File: src/rtl/segasys1_timing_pkg.sv
// segasys1_timing_pkg: default raster constants shared by the video timing block.
// Holds the default divider and raster geometry plus the counter widths.
package segasys1_timing_pkg;
   localparam int PIX_W        = 9;
   localparam int FRAME_W      = 8;
   localparam int DEF_CLK_DIV  = 8;
   localparam int DEF_H_TOTAL  = 384;
   localparam int DEF_H_ACTIVE = 256;
   localparam int DEF_HS_START = 304;
   localparam int DEF_HS_WIDTH = 32;
   localparam int DEF_V_TOTAL  = 264;
   localparam int DEF_V_ACTIVE = 224;
   localparam int DEF_VS_START = 240;
   localparam int DEF_VS_WIDTH = 3;
endpackage

File: src/rtl/segasys1_mod_counter.sv
// segasys1_mod_counter: enabled modulo-LIMIT counter with carry-out.
// Ports: clk_i clock, rst_n_i async active-low reset, en_i count enable,
//        q_o current count, carry_o high when enabled at LIMIT-1 (wrap edge).
module segasys1_mod_counter #(
   parameter int W     = 9,
   parameter int LIMIT = 384
) (
   input  logic         clk_i,
   input  logic         rst_n_i,
   input  logic         en_i,
   output logic [W-1:0] q_o,
   output logic         carry_o
);
   logic [W-1:0] cnt_q, cnt_d;
   always_comb begin
      carry_o = en_i && (cnt_q == W'(LIMIT - 1));
      cnt_d   = !en_i ? cnt_q : carry_o ? '0 : cnt_q + 1'b1;
   end
   always_ff @(posedge clk_i or negedge rst_n_i)
      if (!rst_n_i) cnt_q <= '0;
      else cnt_q <= cnt_d;
   assign q_o = cnt_q;
endmodule

File: src/rtl/segasys1_video_timing.sv
// segasys1_video_timing: raster timing generator (pixel enable, PH/PV, blank, sync, frame).
// Ports: clk48M clock, reset_n async active-low reset, PCLK_EN pixel enable,
//        PH/PV pixel/line counters, HBLK/VBLK blanking, HSYNC/VSYNC syncs,
//        VBLK_RISE one-cycle strobe at vertical-blank start, FRAME frame counter.
module segasys1_video_timing
   import segasys1_timing_pkg::*;
#(
   parameter int CLK_DIV  = DEF_CLK_DIV,
   parameter int H_TOTAL  = DEF_H_TOTAL,
   parameter int H_ACTIVE = DEF_H_ACTIVE,
   parameter int HS_START = DEF_HS_START,
   parameter int HS_WIDTH = DEF_HS_WIDTH,
   parameter int V_TOTAL  = DEF_V_TOTAL,
   parameter int V_ACTIVE = DEF_V_ACTIVE,
   parameter int VS_START = DEF_VS_START,
   parameter int VS_WIDTH = DEF_VS_WIDTH
) (
   input  logic               clk48M,
   input  logic               reset_n,
   output logic               PCLK_EN,
   output logic [PIX_W-1:0]   PH,
   output logic [PIX_W-1:0]   PV,
   output logic               HBLK,
   output logic               VBLK,
   output logic               HSYNC,
   output logic               VSYNC,
   output logic               VBLK_RISE,
   output logic [FRAME_W-1:0] FRAME
);
   localparam int DIV_W = $clog2(CLK_DIV);
   localparam logic [PIX_W:0] HS_END = (PIX_W+1)'(HS_START + HS_WIDTH);
   localparam logic [PIX_W:0] VS_END = (PIX_W+1)'(VS_START + VS_WIDTH);

   if (!(H_ACTIVE < H_TOTAL && HS_START + HS_WIDTH <= H_TOTAL && V_ACTIVE < V_TOTAL &&
         VS_START + VS_WIDTH <= V_TOTAL && CLK_DIV >= 2 && H_TOTAL <= 512 && V_TOTAL <= 512))
   begin : g_bad_timing
      $fatal(1, "segasys1_video_timing: inconsistent timing parameters");
   end

   logic [DIV_W-1:0]   div_q;
   logic [PIX_W-1:0]   ph_q, pv_q, ph_d, pv_d;
   logic               div_wrap, ph_wrap, pv_wrap;
   logic               hblk_q, vblk_q, hsync_q, vsync_q, vblk_rise_q;
   logic [FRAME_W-1:0] frame_q;

   segasys1_mod_counter #(.W(DIV_W), .LIMIT(CLK_DIV)) u_div (
      .clk_i(clk48M), .rst_n_i(reset_n), .en_i(1'b1), .q_o(div_q), .carry_o(div_wrap));
   segasys1_mod_counter #(.W(PIX_W), .LIMIT(H_TOTAL)) u_ph (
      .clk_i(clk48M), .rst_n_i(reset_n), .en_i(div_wrap), .q_o(ph_q), .carry_o(ph_wrap));
   segasys1_mod_counter #(.W(PIX_W), .LIMIT(V_TOTAL)) u_pv (
      .clk_i(clk48M), .rst_n_i(reset_n), .en_i(ph_wrap), .q_o(pv_q), .carry_o(pv_wrap));

   // Post-edge counter values so the registered decodes line up with PH/PV.
   always_comb begin
      ph_d = ph_wrap ? '0 : ph_q + 1'b1;
      pv_d = pv_wrap ? '0 : ph_wrap ? pv_q + 1'b1 : pv_q;
   end

   always_ff @(posedge clk48M or negedge reset_n)
      if (!reset_n) begin
         hblk_q      <= 1'b0;
         vblk_q      <= 1'b0;
         hsync_q     <= 1'b0;
         vsync_q     <= 1'b0;
         vblk_rise_q <= 1'b0;
         frame_q     <= '0;
      end else begin
         vblk_rise_q <= ph_wrap && (pv_q == PIX_W'(V_ACTIVE - 1));
         if (div_wrap) begin
            hblk_q  <= ph_d >= PIX_W'(H_ACTIVE);
            vblk_q  <= pv_d >= PIX_W'(V_ACTIVE);
            hsync_q <= (ph_d >= PIX_W'(HS_START)) && ({1'b0, ph_d} < HS_END);
            vsync_q <= (pv_d >= PIX_W'(VS_START)) && ({1'b0, pv_d} < VS_END);
         end
         if (pv_wrap) frame_q <= frame_q + 1'b1;
      end

   assign PCLK_EN   = div_q == DIV_W'(CLK_DIV - 1);
   assign PH        = ph_q;
   assign PV        = pv_q;
   assign HBLK      = hblk_q;
   assign VBLK      = vblk_q;
   assign HSYNC     = hsync_q;
   assign VSYNC     = vsync_q;
   assign VBLK_RISE = vblk_rise_q;
   assign FRAME     = frame_q;
endmodule
File: config.mk
export PLATFORM = sky130hd
export DESIGN_NAME = segasys1_video_timing
export DESIGN_NICKNAME = d
export VERILOG_FILES = /design/src/rtl/segasys1_timing_pkg.sv /design/src/rtl/segasys1_mod_counter.sv /design/src/rtl/segasys1_video_timing.sv
export SDC_FILE = /design/constraint.sdc
export NUM_CORES = 1
export LEC_CHECK = 0
export BUFFER_PORTS_ARGS = -buffer_cell sky130_fd_sc_hd__buf_2
export CORE_UTILIZATION = 54
export CTS_BUF_LIST = sky130_fd_sc_hd__clkbuf_16
export DETAILED_ROUTE_END_ITERATION = 8
export GPL_ROUTABILITY_DRIVEN = 0
export PLACE_DENSITY = 0.84
export SLEW_MARGIN = 20
export SYNTH_ARGS = -nofsm -noshare
export SYNTH_HDL_FRONTEND = slang
export SYNTH_SLANG_ARGS = --single-unit
File: constraint.sdc
create_clock -name clk48M -period 4.1 [get_ports clk48M]
set_input_delay 0.82 -clock clk48M [delete_from_list [all_inputs] [get_ports clk48M]]
set_output_delay 0.82 -clock clk48M [all_outputs]
set_load 0.01 [all_outputs]
==> run_results.csv <==
group,metric,value,unit
clock_tree,post_cts_buffers,0,
synth,ys_warn_count,0,
critical_path,cp_data_arrival_time,2.98,ns
critical_path,rr_worst_depth,8,
outcome,status,"finished clean",
synth,synth_area,0.00175,mm^2
placed_design,hpwl,2480,um
grt,antenna_found_initial,0,
sta,max_slew_margin,52.0,%
sta,rsz0062_at_grt,"false",
critical_path,path_class,"reg2reg",
power,p_int,546,uW
power,power.net_switching,137,uW
synth,yosysTopAreaCellShare,47.2,%
hold_path,min_path_cells,1,
layout,final_nets,214,
die,die_x,58.9,um
critical_path,end_kind,"register",
grt,gr-total-overflow,0,
sta,skew,0.00184,ns
grt,grt_pass1_wl,5930,um
synth,synth-async-reset-ratio,100,%
power,peakVddDrop,0.000299,V
grt,grt_usage,23.9,%
sta,hold_violations,0,
critical_path,r2r_start,"u_div.q_o[0]",
synth,synth.distinct_cells,45,
synth,syn_avg_cell_area,10.2,um^2
die,ios,34,
clock_tree,clk_pin_slew,0.05,ns
synth,synth-seq-cells,33,
layout,drive_gt1_share,24.0,%
synth,synthesis.instances,172,
power,swShare,20.0,%
critical_path,cp.required,4.28,ns
clock_tree,htreeDepth,2,
hold_path,hold_start,"u_div.q_o[0]",
die,initial_core_util,57.3,%
routing,num_vias,1421,
placed_design,numPortBuffers,33,
clock_tree,root_buffer,"clkbuf_16",
clock_tree,tritoncts,"built",
power,combPwrFrac,0.9,%
power,p_leak,0.00104,uW
die,die_area,0.00347,mm^2
layout,fillers,244,
critical_path,critPathMaxFanout,17,
sta,fin_crit,2.81,ns
hold_path,worstHoldPathType,"reg2reg",
routing,ant_nets,0,
routing,detail_route.wl_per_cell,14.1,um
synth,synth_ff_type,"dfrtp_1",
power,finalPower,683,uW
synth,synthesis.nets,179,
power,share_seq_of_total_power,47.7,%
layout,synthToLayoutAreaGrowth,18.9,%
hold_path,hold_end,"u_div.q_o[0]",
synth,synth_top_area_cell,"dfrtp_1",
job,maxCapViolations,0,
sta,slew_violations,0,
die,rows,20,
layout,n_antenna_cell,0,
routing,dr.first_iter.drc_count,74,
clock_tree,cts-resized-gates,0,
sta,setup_viol,0,
critical_path,reg2reg_to,"VSYNC",
placed_design,place_inst,244,
clock_tree,worstSkewPairLatency,0.28,ns
critical_path,rrSetupSlack,1.29,ns
routing,first_pass_iters,4,
clock_tree,cts_buffer_depth,2,
sta,finalSetupTns,0,ns
sta,max_freq,356,MHz
synth,synth_area_leaders,"dfrtp_1, xnor2_1, nand2_1",
sta,max_slew.worst_pin.slew,0.721,ns
routing,totalWireLength,3560,um
power,clkPwrFrac,51.3,%
power,p_per_area,329,mW/mm^2
clock_tree,ctsHoldBuffers,0,
clock_tree,numCtsBuffers,5,
grt,grt_max_degree,34,
die,coreArea,0.00305,mm^2
critical_path,cp-start-kind,"register",
synth,seq_area_frac_synth,47.2,%
routing,vias_per_cell,5.64,
grt,grt_pass1_vias,1290,
routing,drc,0,
synth,synth_edf_count,0,
clock_tree,cts_sinks,33,
die,die_y,58.9,um
layout,fin_cells,252,
sta,post-route-period-util,68.4,%
[synthesized netlist by cell type, types with 3 or more instances]
master,count
a21oi_1,8
and3_1,3
dfrtp_1,33
ha_1,5
inv_1,3
nand2_1,23
nand3_1,8
nand3b_1,3
nand4_1,4
nor2_1,12
nor3_1,3
o21ai_0,9
o31ai_1,3
xnor2_1,10
xor2_1,9
[flip-flops by register name, indices dropped and copies added, names as in the netlist]
register	flops
FRAME	8
VBLK	1
HBLK	1
u_div.q_o	3
VBLK_RISE	1
HSYNC	1
u_ph.q_o	8
VSYNC	1
u_pv.q_o	9
[worst max-delay path, cell delays in order, from the launching register on]
cell and delay, ns:
dfrtp_1 0.35, ha_1 0.15, ha_1 0.54, nand4_4 0.23, nor4_2 0.45, nand4_1 0.17, xor2_1 0.28, nand3b_1 0.16
o41ai_2 0.36
[per-stage QoR]
step                      setup WS (ns)  cell area (um^2)  hold slack, ns  utilization [%]
after detailed placement           1.33              1940           0.429             63.5
final                              1.29              2080           0.431             68.1
after CTS                          1.31              2080           0.436             68.1
after global placement             1.48              1940           0.419             63.5
after global routing               1.02              2080           0.453             68.1
after floorplan                    1.82              1750           0.410                -
[layout make-up]
type | instances | area (um^2) | area share, %
clock buffer | 5 | 125 | 6.02
clock inverter | 3 | 13.8 | 0.662
inverter | 3 | 11.3 | 0.542
multi-input combinational | 131 | 882 | 42.4
sequential | 33 | 826 | 39.7
tap | 44 | 55.1 | 2.65
timing repair buffer | 33 | 165 | 7.95
[logic make-up after synthesis]
| kind of cell | Yosys count | synth area share, % |
|---|---|---|
| adder cells (fa/ha/maj) | 5 | 3.58 |
| XOR/XNOR | 19 | 9.52 |
| multiplexers | 2 | 1.22 |
| flip-flops | 33 | 47.2 |
| AO/OA/AOI/OAI | 28 | 10.3 |
| buffers and inverters | 8 | 2.29 |
| AND/OR/NAND/NOR | 77 | 25.8 |
[power by group through the flow]
stage / combinational [uW] / sequential, uW / clock [uW]
2_1_floorplan: 0.000365 / 332 / 0
3_3_place_gp: 6.48 / 332 / 0
3_5_place_dp: 6.88 / 332 / 0
4_1_cts: 6.91 / 326 / 360
5_1_grt: 7.71 / 326 / 371
6_report: 6.31 / 326 / 351
[worst max-delay path by stage]
| stage | from | end | slack, ns | depth (start not counted) |
|---|---|---|---|---|
| floorplan | u_div.q_o[0] | VSYNC | 1.82 | 8 |
| global placement | u_div.q_o[0] | VSYNC | 1.48 | 8 |
| detailed placement | u_div.q_o[0] | VSYNC | 1.33 | 8 |
| CTS | u_div.q_o[0] | VSYNC | 1.31 | 8 |
| global route | u_div.q_o[0] | VSYNC | 1.02 | 8 |
| finish | u_div.q_o[0] | VSYNC | 1.29 | 8 |
[cells in the final DEF (no fill, tap or decap), types with 2 or more instances in the layout]
| cell | n |
|---|---|
| a21oi_1 | 8 |
| and3_1 | 3 |
| o21ai_0 | 9 |
| xor2_1 | 9 |
| nor2_1 | 12 |
| nand3b_1 | 3 |
| nand3_2 | 2 |
| nor3_1 | 3 |
| buf_2 | 33 |
| o31ai_1 | 3 |
| clkinv_2 | 2 |
| ha_1 | 5 |
| nor4_1 | 2 |
| xnor2_1 | 10 |
| nand2_1 | 23 |
| clkbuf_16 | 5 |
| dfrtp_1 | 33 |
| nor2b_1 | 2 |
| nand4_1 | 4 |
| nand3_1 | 8 |
| inv_1 | 4 |
| nand2b_1 | 2 |
[per-layer routing]
metal	global-route usage, %	wire (um)
met3	9.67	189
met4	11.6	84
met2	36.9	1760
met5	0	0
met1	29.1	1530
No activity file was read; power rests on OpenSTA's default activity.
